$ cat config.mk
export PLATFORM = sky130hd
export DESIGN_NAME = config_loader_flat
export DESIGN_NICKNAME = d
export VERILOG_FILES = /design/src/rtl/config_pkg.sv /design/src/rtl/config_loader_if.sv /design/src/rtl/config_loader_frame_shifter.sv /design/src/rtl/config_loader.sv /design/src/flat_wrapper.sv
export SDC_FILE = /design/constraint.sdc
export NUM_CORES = 1
export LEC_CHECK = 0
export CORE_MARGIN = 4
export CORE_UTILIZATION = 28
export CTS_CLUSTER_SIZE = 12
export DETAILED_ROUTE_END_ITERATION = 6
export MAX_ROUTING_LAYER = met4
export SETUP_SLACK_MARGIN = 0.4
export SYNTH_ARGS = -nofsm -noshare
export SYNTH_HDL_FRONTEND = slang
export SYNTH_HIERARCHICAL = 1
export SYNTH_SLANG_ARGS = --single-unit
$ cat constraint.sdc
create_clock -name clk -period 1.84 [get_ports clk]
set_input_delay 0.184 -clock clk [delete_from_list [all_inputs] [get_ports clk]]
set_output_delay 0.184 -clock clk [all_outputs]
set_load 0.01 [all_outputs]
$ cat src/rtl/config_pkg.sv
// Shared definitions for the serial configuration loader.
// Holds bus widths, frame layout, config field offsets and the loader FSM state type.
package config_pkg;

    localparam int CFG_ADDR_W  = 6;
    localparam int CFG_DATA_W  = 8;
    localparam int CFG_FRAME_W = 15;

    // Field offsets inside config_data[0:7]
    localparam int CFG_LSEL_LO = 0;
    localparam int CFG_LSEL_HI = 2;
    localparam int CFG_RSEL_LO = 3;
    localparam int CFG_RSEL_HI = 5;
    localparam int CFG_OSEL_LO = 6;
    localparam int CFG_OSEL_HI = 7;

    typedef enum logic [2:0] {
        ST_IDLE,
        ST_LOAD,
        ST_WRITE,
        ST_DONE,
        ST_ERROR
    } ld_state_t;

endpackage

$ cat src/rtl/config_loader_if.sv
// Programming-side handshake plus the shared compute-block config bus.
// master: programming source (start, bit_in, bit_valid); slave: the loader.
interface config_loader_if #(
    parameter int ADDR_W = config_pkg::CFG_ADDR_W,
    parameter int DATA_W = config_pkg::CFG_DATA_W
);

    logic              start;
    logic              bit_in;
    logic              bit_valid;
    logic              bit_ready;
    logic              config_en;
    logic [ADDR_W-1:0] config_addr;
    logic [0:DATA_W-1] config_data;
    logic              busy;
    logic              done;
    logic              error;
    logic [7:0]        frames_written;

    modport master (
        output start, bit_in, bit_valid,
        input  bit_ready, config_en, config_addr, config_data,
        input  busy, done, error, frames_written
    );

    modport slave (
        input  start, bit_in, bit_valid,
        output bit_ready, config_en, config_addr, config_data,
        output busy, done, error, frames_written
    );

endinterface

$ cat src/rtl/config_loader_frame_shifter.sv
// Frame assembly: 15-bit shift register, bit counter, full flag, running parity.
// Ports: i_clr clears all, i_shift shifts i_bit in; o_frame/o_last/o_full/o_par.
module frame_shifter
    import config_pkg::*;
(
    input  logic                   clk,
    input  logic                   rst_n,
    input  logic                   i_clr,
    input  logic                   i_shift,
    input  logic                   i_bit,
    output logic [CFG_FRAME_W-1:0] o_frame,
    output logic                   o_last,
    output logic                   o_full,
    output logic                   o_par
);

    logic [CFG_FRAME_W-1:0] r_frame;
    logic [3:0]             r_cnt;
    logic                   r_full;
    logic                   r_par;

    always_ff @(posedge clk or negedge rst_n) begin
        if (!rst_n) begin
            r_frame <= '0;
            r_cnt   <= '0;
            r_full  <= 1'b0;
            r_par   <= 1'b0;
        end else if (i_clr) begin
            r_frame <= '0;
            r_cnt   <= '0;
            r_full  <= 1'b0;
            r_par   <= 1'b0;
        end else if (i_shift) begin
            r_frame <= {r_frame[CFG_FRAME_W-2:0], i_bit};
            r_cnt   <= r_cnt + 4'd1;
            r_full  <= o_last;
            r_par   <= r_par ^ i_bit;
        end
    end

    assign o_frame = r_frame;
    assign o_last  = (r_cnt == 4'(CFG_FRAME_W - 1));
    assign o_full  = r_full;
    assign o_par   = r_par;

endmodule

$ cat src/rtl/config_loader.sv
// Serial bitstream loader: assembles 15-bit frames and writes them to the block array.
// Ports: clk, rst_n (async, active-low), bus (config_loader_if.slave).
module config_loader
    import config_pkg::*;
#(
    parameter int NUM_FRAMES = 4,
    parameter int ADDR_W     = CFG_ADDR_W,
    parameter int DATA_W     = CFG_DATA_W
) (
    input  logic           clk,
    input  logic           rst_n,
    config_loader_if.slave bus
);

    ld_state_t r_state;
    ld_state_t w_nxt;

    logic                   r_ready;
    logic                   r_busy;
    logic                   r_done;
    logic                   r_error;
    logic                   r_cfg_en;
    logic [ADDR_W-1:0]      r_addr;
    logic [0:DATA_W-1]      r_data;
    logic [7:0]             r_frames;

    logic [CFG_FRAME_W-1:0] w_frame;
    logic [CFG_FRAME_W-1:0] w_frame_nxt;
    logic                   w_last;
    logic                   w_full;
    logic                   w_par;
    logic                   w_shift;
    logic                   w_start_ok;
    logic                   w_good;

    frame_shifter u_shift (
        .clk     (clk),
        .rst_n   (rst_n),
        .i_clr   (r_state != ST_LOAD),
        .i_shift (w_shift),
        .i_bit   (bus.bit_in),
        .o_frame (w_frame),
        .o_last  (w_last),
        .o_full  (w_full),
        .o_par   (w_par)
    );

    assign w_shift     = r_ready & bus.bit_valid;
    assign w_frame_nxt = {w_frame[CFG_FRAME_W-2:0], bus.bit_in};
    assign w_start_ok  = bus.start &
                         ((r_state == ST_IDLE) | (r_state == ST_ERROR));
    // Write is launched on the bit-14 handshake so config_en lands in WRITE
    assign w_good      = w_shift & w_last & ~(w_par ^ bus.bit_in);

    always_comb begin
        w_nxt = r_state;
        unique case (r_state)
            ST_IDLE:  if (bus.start) w_nxt = ST_LOAD;
            ST_LOAD:  if (w_shift && w_last) w_nxt = ST_WRITE;
            ST_WRITE: begin
                if (w_full && !w_par)
                    w_nxt = (r_frames == 8'(NUM_FRAMES)) ? ST_DONE : ST_LOAD;
                else
                    w_nxt = ST_ERROR;
            end
            ST_DONE:  w_nxt = ST_IDLE;
            ST_ERROR: if (bus.start) w_nxt = ST_LOAD;
            default:  w_nxt = ST_IDLE;
        endcase
    end

    always_ff @(posedge clk or negedge rst_n) begin
        if (!rst_n) r_state <= ST_IDLE;
        else        r_state <= w_nxt;
    end

    // Status outputs are registered from the next state
    always_ff @(posedge clk or negedge rst_n) begin
        if (!rst_n) begin
            r_ready  <= 1'b0;
            r_busy   <= 1'b0;
            r_done   <= 1'b0;
            r_error  <= 1'b0;
            r_cfg_en <= 1'b0;
            r_addr   <= '0;
            r_data   <= '0;
            r_frames <= '0;
        end else begin
            r_ready  <= (w_nxt == ST_LOAD);
            r_busy   <= (w_nxt == ST_LOAD) | (w_nxt == ST_WRITE);
            r_done   <= (w_nxt == ST_DONE);
            r_error  <= (w_nxt == ST_ERROR);
            r_cfg_en <= w_good;
            if (w_good) begin
                r_addr <= w_frame_nxt[CFG_FRAME_W-1 -: ADDR_W];
                r_data <= w_frame_nxt[CFG_FRAME_W-1-ADDR_W -: DATA_W];
            end
            if (w_start_ok)  r_frames <= '0;
            else if (w_good) r_frames <= r_frames + 8'd1;
        end
    end

    assign bus.bit_ready      = r_ready;
    assign bus.busy           = r_busy;
    assign bus.done           = r_done;
    assign bus.error          = r_error;
    assign bus.config_en      = r_cfg_en;
    assign bus.config_addr    = r_addr;
    assign bus.config_data    = r_data;
    assign bus.frames_written = r_frames;

endmodule
$ cat src/flat_wrapper.sv
// flat-port wrapper written by rule: the top's interface ports become plain ports
module config_loader_flat import config_pkg::*;
#(
    parameter int NUM_FRAMES = 4,
    parameter int ADDR_W     = CFG_ADDR_W,
    parameter int DATA_W     = CFG_DATA_W
)
  (clk, rst_n, bus_start, bus_bit_in, bus_bit_valid, bus_bit_ready, bus_config_en, bus_config_addr, bus_config_data, bus_busy, bus_done, bus_error, bus_frames_written);
  config_loader_if #(.ADDR_W(ADDR_W), .DATA_W(DATA_W)) bus_i ();
  input  logic clk;
  input  logic rst_n;
  input wire logic [$bits(bus_i.start)-1:0] bus_start;
  input wire logic [$bits(bus_i.bit_in)-1:0] bus_bit_in;
  input wire logic [$bits(bus_i.bit_valid)-1:0] bus_bit_valid;
  output wire logic [$bits(bus_i.bit_ready)-1:0] bus_bit_ready;
  output wire logic [$bits(bus_i.config_en)-1:0] bus_config_en;
  output wire logic [$bits(bus_i.config_addr)-1:0] bus_config_addr;
  output wire logic [$bits(bus_i.config_data)-1:0] bus_config_data;
  output wire logic [$bits(bus_i.busy)-1:0] bus_busy;
  output wire logic [$bits(bus_i.done)-1:0] bus_done;
  output wire logic [$bits(bus_i.error)-1:0] bus_error;
  output wire logic [$bits(bus_i.frames_written)-1:0] bus_frames_written;
  assign bus_i.start = bus_start;
  assign bus_i.bit_in = bus_bit_in;
  assign bus_i.bit_valid = bus_bit_valid;
  assign bus_bit_ready = bus_i.bit_ready;
  assign bus_config_en = bus_i.config_en;
  assign bus_config_addr = bus_i.config_addr;
  assign bus_config_data = bus_i.config_data;
  assign bus_busy = bus_i.busy;
  assign bus_done = bus_i.done;
  assign bus_error = bus_i.error;
  assign bus_frames_written = bus_i.frames_written;
  config_loader #(.NUM_FRAMES(NUM_FRAMES), .ADDR_W(ADDR_W), .DATA_W(DATA_W)) u_core (.clk(clk), .rst_n(rst_n), .bus(bus_i));
endmodule
# Yosys cells after proc, flatten, opt, wreduce, memory -nomap -nowiden
# Cells that the tools add are included.
[word_totals]
reg_bits = 50
input_bits = 5
out_inout_bits = 27
wordCells = 55
[classes]
n_addsub = 2
n_eq_ne = 10
mux = 15
bitwise_logic = 8
n_reduce_logical = 7
[ops]
columns = ["cell", "n"]
rows = [
  ["14-bit 2-to-1 mux", 2],
  ["8-bit 2-to-1 mux", 2],
  ["3-bit by 2-bit equality test with 1-bit output (second input constant)", 3],
  ["3-bit 2-to-1 mux", 3],
  ["3-bit one-hot mux with 3 select lines", 1],
  ["8-bit by 1-bit adder with 8-bit output (second input constant)", 1],
  ["8-bit by 3-bit equality test with 1-bit output (second input constant)", 1],
  ["4-bit 2-to-1 mux", 2],
  ["3-bit by 1-bit equality test with 1-bit output (second input constant)", 2],
  ["3-bit equality test (second input constant)", 2],
  ["4-bit by 1-bit adder with 4-bit output (second input constant)", 1],
  ["1-bit AND", 4],
  ["4-bit equality test (second input constant)", 1],
  ["1-bit 2-to-1 mux", 4],
  ["2-bit nonzero test", 2],
  ["3-bit zero test", 1],
  ["3-bit by 1-bit != test with 1-bit output (second input constant)", 1],
  ["1-bit logical AND", 2],
  ["2-bit 2-to-1 mux", 1],
  ["1-bit OR", 2],
  ["2-bit OR reduction", 1],
  ["1-bit zero test", 1],
  ["1-bit inverter", 1],
  ["1-bit bitwise XOR", 1],
]

# Logic depth before layout (Yosys ltp)
[depth]
ltp_word = 6
depth_mapped = 7
mapped_depth_nobuf = 6

# Cells and area by module
# The synthesis kept the hierarchy.
[by_module_without_submodules]
columns = ["mod", "instances", "cells_per_inst", "area_each_um2", "seq_area_each_um2"]
rows = [
  ["config_loader", 1, 112, 1390.1, 750.7],
  ["frame_shifter", 1, 78, 948.4, 525.5],
]

# Least setup slack after synthesis
# No wires, ideal clock.
[synth_path]
path_kind = "register to register"
from = "register u_core.u_shift.r_cnt[0]"
to = "register u_core.r_addr[0], in the netlist u_core/bus.config_addr[0]"
setup_time_ns = 0.125
arrival_time_ns = 1.723
t_required_ns = 1.715
slack_ns = -0.008
path_stages_with_launch = 8
n_path_buf = 1
period_less_slack_ns = 1.848
path_cell_list = "dfrtp_1 > inv_1 > ha_1 > and3_1 > nand3_1 > nor2_4 > buf_6 > mux2_4"
[synth_via]
elab_chain_cells = 3
[synth_rtl]
columns = ["item", "line", "source"]
rows = [
  ["start, declared", "config_loader_frame_shifter.sv:18", "logic [3:0] r_cnt;"],
  ["start signal, assigned", "config_loader_frame_shifter.sv:35", "r_cnt <= r_cnt + 4'd1;"],
  ["4-bit equality test", "config_loader_frame_shifter.sv:42", "assign o_last = (r_cnt == 4'(CFG_FRAME_W - 1));"],
  ["named net u_core.w_last", "config_loader.sv:29", "logic w_last;"],
  ["1-bit AND (2 in a row)", "config_loader.sv:53", "assign w_good = w_shift & w_last & ~(w_par ^ bus.bit_in);"],
  ["named net u_core.w_good", "config_loader.sv:34", "logic w_good;"],
  ["end signal, assigned", "config_loader.sv:95", "r_addr <= w_frame_nxt[CFG_FRAME_W-1 -: ADDR_W];"],
  ["end, declared", "config_loader.sv:23", "logic [ADDR_W-1:0] r_addr;"],
]
# The timed path passes the listed nets, and every way through them passes these cells.
# A chain may end at the register's enable or synchronous reset.

# Final worst setup path
[layout_path]
from = "register u_core.u_shift.r_cnt[0]"
to = "register u_core.r_frames[3], in the netlist u_core/bus.frames_written[3]"
[layout_via]
elab_chain_cells = 4
[layout_rtl]
columns = ["item", "line", "source"]
rows = [
  ["4-bit equality test", "config_loader_frame_shifter.sv:42", ""],
  ["named net u_core.w_last", "config_loader.sv:29", ""],
  ["1-bit AND (2 in a row)", "config_loader.sv:53", ""],
  ["2-bit nonzero test (no source line)", "n/a", ""],
  ["end signal, assigned", "config_loader.sv:99", "else if (w_good) r_frames <= r_frames + 8'd1;"],
  ["end, declared", "config_loader.sv:25", "logic [7:0] r_frames;"],
]
# The timed path passes the listed nets, and every way through them passes these cells.

==> run_results.csv <==
group,metric,value,unit
worst_setup_path,critPathLaunch,"u_core/u_shift/r_cnt[0]",
placement,place_hpwl,3.131,mm
global_route,grt_max_degree,31,
timing,slew-limit-headroom,66.01,%
flow_run,cap_violations,0,
die,row_count,32,
worst_setup_path,cp.arrival,1.89,ns
route,drt_iter0_markers,29,
worst_setup_path,slowest_delay,0.41,ns
logic_synthesis,synth_nets,196,
worst_hold_path,hp-class,"in2async",
finish,mostFrequentLayoutCells,"48 x dfrtp_1, 24 x clkdlybuf4s50_1, 20 x buf_4",
worst_setup_path,crit_required,2.06,ns
worst_setup_path,critPathMaxFanout,9,
worst_setup_path,rr_startpoint,"u_core/u_shift/r_cnt[0]",
placement,place_ws,0.08936,ns
cts,cts_buffer_depth,2,
logic_synthesis,synth_cells,187,
pwr,peakVddDrop,0.0005869,V
timing,setup_violations,0,
global_route,grt_overflow,0,
timing,worst_pin_slew,0.5099,ns
logic_synthesis,syn_area_per_cell,12.30,um2
pwr,p_sw,0.0009493,W
worst_setup_path,cp-end-kind,"register",
finish,fillers,772,
placement,port_buffers,31,
cts,htreeDepth,2,
die,start_util,29.30,%
worst_setup_path,cp_num_buf_inv,2,
timing,setup_slack,0.1702,ns
placement,dp_cells,323,
timing,finalHoldViolCount,0,
route,wirelength,4.763,mm
timing,period_share,90.75,%
status,status,"complete, no violations",
worst_setup_path,rr_endpoint,"u_core/bus.frames_written[3]",
timing,slew_viol_final,0,
logic_synthesis,synthesis.area,2300,um2
worst_setup_path,slowest_stage,"or4_1",
worst_setup_path,crit_type,"reg2reg",
timing,rsz0062_at_grt,"yes",
finish,drive_gt1_share,29.34,%
finish,layout_commonest_cell,"dfrtp_1",
route,vias_per_cell,4.538,
die,die_h,98.63,um
worst_setup_path,critPathTopFamily,"simple AND/OR/NAND/NOR gates",
worst_setup_path,worstRegToRegCells,7,
timing,fmax,598.9,MHz
pwr,pwr-share-comb,26.7,%
finish,syn2layout_area_growth,37.05,%
timing,finalSetupTns,0,ns
worst_setup_path,rrSetupSlack,0.17,ns
cts,numCtsBuffers,5,
timing,fin_crit,1.670,ns
die,ioPinCount,32,
worst_setup_path,crit_chain,"inv_1, ha_2, and3_4, nand3_4, buf_6, or4_1, a21oi_1",
route,drtPass1Iterations,4,
route,drc,0,
finish,nNetsFinal,251,
cts,clkSinkCount,50,
route,wire_per_inst,13.85,um
pwr,internal_power,0.002225,W
cts,clock_latency,0.29,ns
cts,clk_pin_slew,0.09,ns
route,antenna_left,0,
cts,cts_tree,"built",
timing,finClkSkew,0.007232,ns
pwr,seq_power_share,48.6,%
finish,fin_cells,344,
global_route,grtUsageTotal,10.82,%
pwr,clkPwrFrac,24.7,%
die,core_area,7848,um2
placement,gp_congestion,0.8299,
logic_synthesis,yosys_warnings,6,
pwr,power_density,1007,nW/um2
worst_setup_path,startpoint_type,"register",
finish,antenna_cells,0,
die,dieWidth,98.63,um
cts,root_buffer,"clkbuf_8",
pwr,swShare,29.90,%
timing,hold-worst-slack,0.3850,ns
route,vias,1561,
global_route,grt_pass1_vias,1720,
global_route,antenna_found_initial,0,
pwr,leakagePower,1.524,nW
global_route,grt_pass1_wl,8.369,mm
die,die-area,9727,um2
## how the worst max path moves through the flow
| stage | to | cells past startpoint |
|---|---|---|
| 4_1_cts | u_core/bus.config_data[5] | 7 |
| 3_5_place_dp | u_core/bus.config_data[5] | 7 |
| 2_1_floorplan | u_core/bus.config_addr[0] | 7 |
| 6_report | u_core/bus.frames_written[3] | 7 |
| 5_1_grt | u_core/bus.config_data[0] | 7 |
| 3_3_place_gp | u_core/bus.frames_written[6] | 5 |
## timing repair
action                                  CTS  global route
resized for setup                        23            14
endpoints found under the setup margin   34            44
pin swaps                                 3             2
hold buffers                              1             0
buffers inserted                         12             0
endpoints found under the hold margin    20             0
cloned                                    1             0
## layer usage
layer,global-route usage [%],part of all wire (%)
met1,13.80,48
met2,17.11,47
met3,2.760,4.1
met4,3.046,1.0
met5,-,0
## flip-flops by register name, summed over array words and instances, names as in the netlist, 3 cells and up
name / count
u_core/bus.frames_written: 8
u_core/u_shift/o_frame: 14
u_core/u_shift/r_cnt: 4
u_core/r_state: 3
u_core/bus.config_addr: 6
u_core/bus.config_data: 8
## power groups by stage
stage / Sequential, W / Combinational (W) / Clock [W]
after floorplan: 0.00154 / 0.000488 / 0
after detailed placement: 0.00158 / 0.000745 / 0
final: 0.00154 / 0.000848 / 0.000783
after global placement: 0.00157 / 0.000731 / 0
after global routing: 0.00159 / 0.000955 / 0.000864
after CTS: 0.00155 / 0.000848 / 0.000809
## per-stage QoR
stage,power [W],area [um2],utilization (%)
6_report,0.003175,3152,40.16
5_1_grt,0.003408,3152,40.16
3_5_place_dp,0.002321,2788,35.52
2_1_floorplan,0.002025,2317,-
4_1_cts,0.003203,3109,39.62
3_3_place_gp,0.002303,2788,35.52
## area by class of cell
class | instances | area [um2] | share of cell area, %
multi-input combinational | 123 | 1086 | 34.46
timing repair buffer | 56 | 549.3 | 17.43
sequential | 50 | 1254 | 39.78
tap | 102 | 127.6 | 4.049
clock buffer | 6 | 82.58 | 2.620
inverter | 6 | 22.52 | 0.7146
clock inverter | 1 | 30.03 | 0.9528
Power figures use the tool's default switching activity.
==> RTL edit: new RTL, same settings <==
Compare `r_cnt` against `4'(CFG_FRAME_W - 1)` with >= in place of ==.
--- a/src/rtl/config_loader_frame_shifter.sv
+++ b/src/rtl/config_loader_frame_shifter.sv
@@ -41,3 +41,3 @@
     assign o_frame = r_frame;
-    assign o_last  = (r_cnt == 4'(CFG_FRAME_W - 1));
+    assign o_last  = (r_cnt >= 4'(CFG_FRAME_W - 1));
     assign o_full  = r_full;
Behaviour: no difference found for any inputs over 10 cycles, from zero or initial values and one cycle with rst_n low; that may be too few to reach the edited logic, so the function may still have changed.
==> RTL edit against the unedited design <==
- cell area is 1.1% higher
- routed wire length shrank 1.0%
- sequential cell count is the same
- area after synthesis grew 0.27%
- critical path depth unchanged
- setup slack gained 0.050 ns
- power rose by 0.97%
- sequential share of layout area shrank 0.32 points
==> RTL edit: results (changes against the unedited design) <==
- Critical Path Slowest Stage Cell: dfrtp_1
- Critical path launch point: u_core/u_shift/r_cnt[0]
- GPL Wtd Cong: 0.785 (-5.4%)
- Total clock buffers created by CTS: 5 (unchanged)
- Initial antenna violation count: 0 (unchanged)
- Synthesis Warnings: 6 (unchanged)
- Vias in the first global route: 1577 (-8.3%)
- Leakage: 1.61 nW (+5.4%)
- Non-Filler Instances: 347 (+0.87%)
- DRT Pass-1 Iters: 5 (+1)
- PortBufs: 31 (unchanged)
- CTS clk-pin slew, worst paths: 0.09 ns (about the same)
- Clk_lat worst skew: 0.30 ns
- Share of cells above drive strength 1: 31.8% (+2.5 points)
- Initial drt markers: 112 (+290%)
- Synth Net Count: 196 (unchanged)
- DP Wirelength: 3040 um (-3.1%)
- Max reg flops: 14 (unchanged)
- Outcome: finished clean
- Internal power: 2.14 mW (-3.7%)
- Per-cell routed wire length: 13.6 um (-1.9%)
- Worst reg-to-reg path cell count: 7 (unchanged)
- Diodes inserted: 0 (unchanged)
- Clk buf depth: 2 (unchanged)
- Area of placed instances: 2780 um^2 (-0.18%)
- Drt via density: 4.59 (+1.1%)
- Place WS: 0.0993 ns (+0.00995 ns)
- Clock Tree Root: clkbuf_8
- Final Hold Violating Endpoints: 0 (unchanged)
- Nets: 254 (+1.2%)
- CTS H-tree lvls: 2 (unchanged)
- Arrival @ worst endpoint: 1.81 ns (-0.08 ns)
- Worst Hold Class: primary input to asynchronous set/reset pin
- Largest net degree at the start of global routing: 32 (+3.2%)
- Max rail drop VDD: 0.000411 V (-30%)
- GRT Util Overall: 10.2% (-0.59 points)
- Post-Place Cells: 322 (-0.31%)
- Top Family by Delay on Critical Path: flip-flops
- CP max FO: 7 (-2)
- Synthesized area per cell: 12.3 um^2 (+0.27%)
- Clk_skew: 0.00864 ns (+0.00140 ns)
- Fillers: 752 (-2.6%)
- Worst path max stage delay: 0.38 ns (-0.03 ns)
- First-pass GRT wire length: 7860 um (-6.1%)
- Worst-margin pin slew: 0.483 ns (-0.0268 ns)
[RTL edit: worst paths after layout]
check | to | slack (ns)
setup / recovery | u_core/bus.config_addr[2] | 0.22
max in group asynchronous | u_core/bus.bit_ready | 0.93
setup reg to reg | u_core/bus.config_addr[2] | 0.22
hold / removal | u_core/bus.config_addr[4] | 0.37
min in group clk | u_core/bus.config_addr[4] | 0.51
hold reg to reg | u_core/bus.config_addr[4] | 0.51
[RTL edit: repair_timing]
item | in CTS | in global routing
hold buffers | 1 | 0
buffers inserted | 13 | 3
endpoints found under the setup margin | 34 | 36
hold endpoints to repair | 19 | 0
gates resized for setup | 21 | 29
pin swaps | 2 | 14
cloned | 1 | 0
[RTL edit: layer usage]
metal  up-vias  routed length (um)  track usage, %
met5         -                   0               -
met4         0                  68            4.10
met3         4                 122            2.19
met2        26                2250            15.2
met1       789                2270            13.6
li1        773                   -               -
[RTL edit: cell type report]
type | count | area (um^2) | area share (%)
Sequential cell | 50 | 1260 | 39.5
Multi-Input combinational cell | 123 | 1120 | 35.0
Timing Repair Buffer | 59 | 583 | 18.3
Tap cell | 102 | 128 | 4.00
Clock buffer | 6 | 72.6 | 2.28
Inverter | 6 | 22.5 | 0.707
Clock inverter | 1 | 7.51 | 0.236
[RTL edit: power groups by stage]
stage	Sequential, mW	Clock [mW]	Combinational, mW
after detailed placement	1.57	0	0.912
after global placement	1.57	0	0.892
after CTS	1.53	0.637	1.02
after floorplan	1.54	0	0.603
final	1.54	0.601	1.06
after global routing	1.57	0.678	1.18
[RTL edit: per-stage QoR]
step / hold WS, ns / total power [mW]
after floorplan: -0.112 / 2.14
final: 0.371 / 3.21
after global placement: 0.177 / 2.46
after detailed placement: 0.177 / 2.48
after CTS: 0.378 / 3.19
after global routing: 0.413 / 3.43
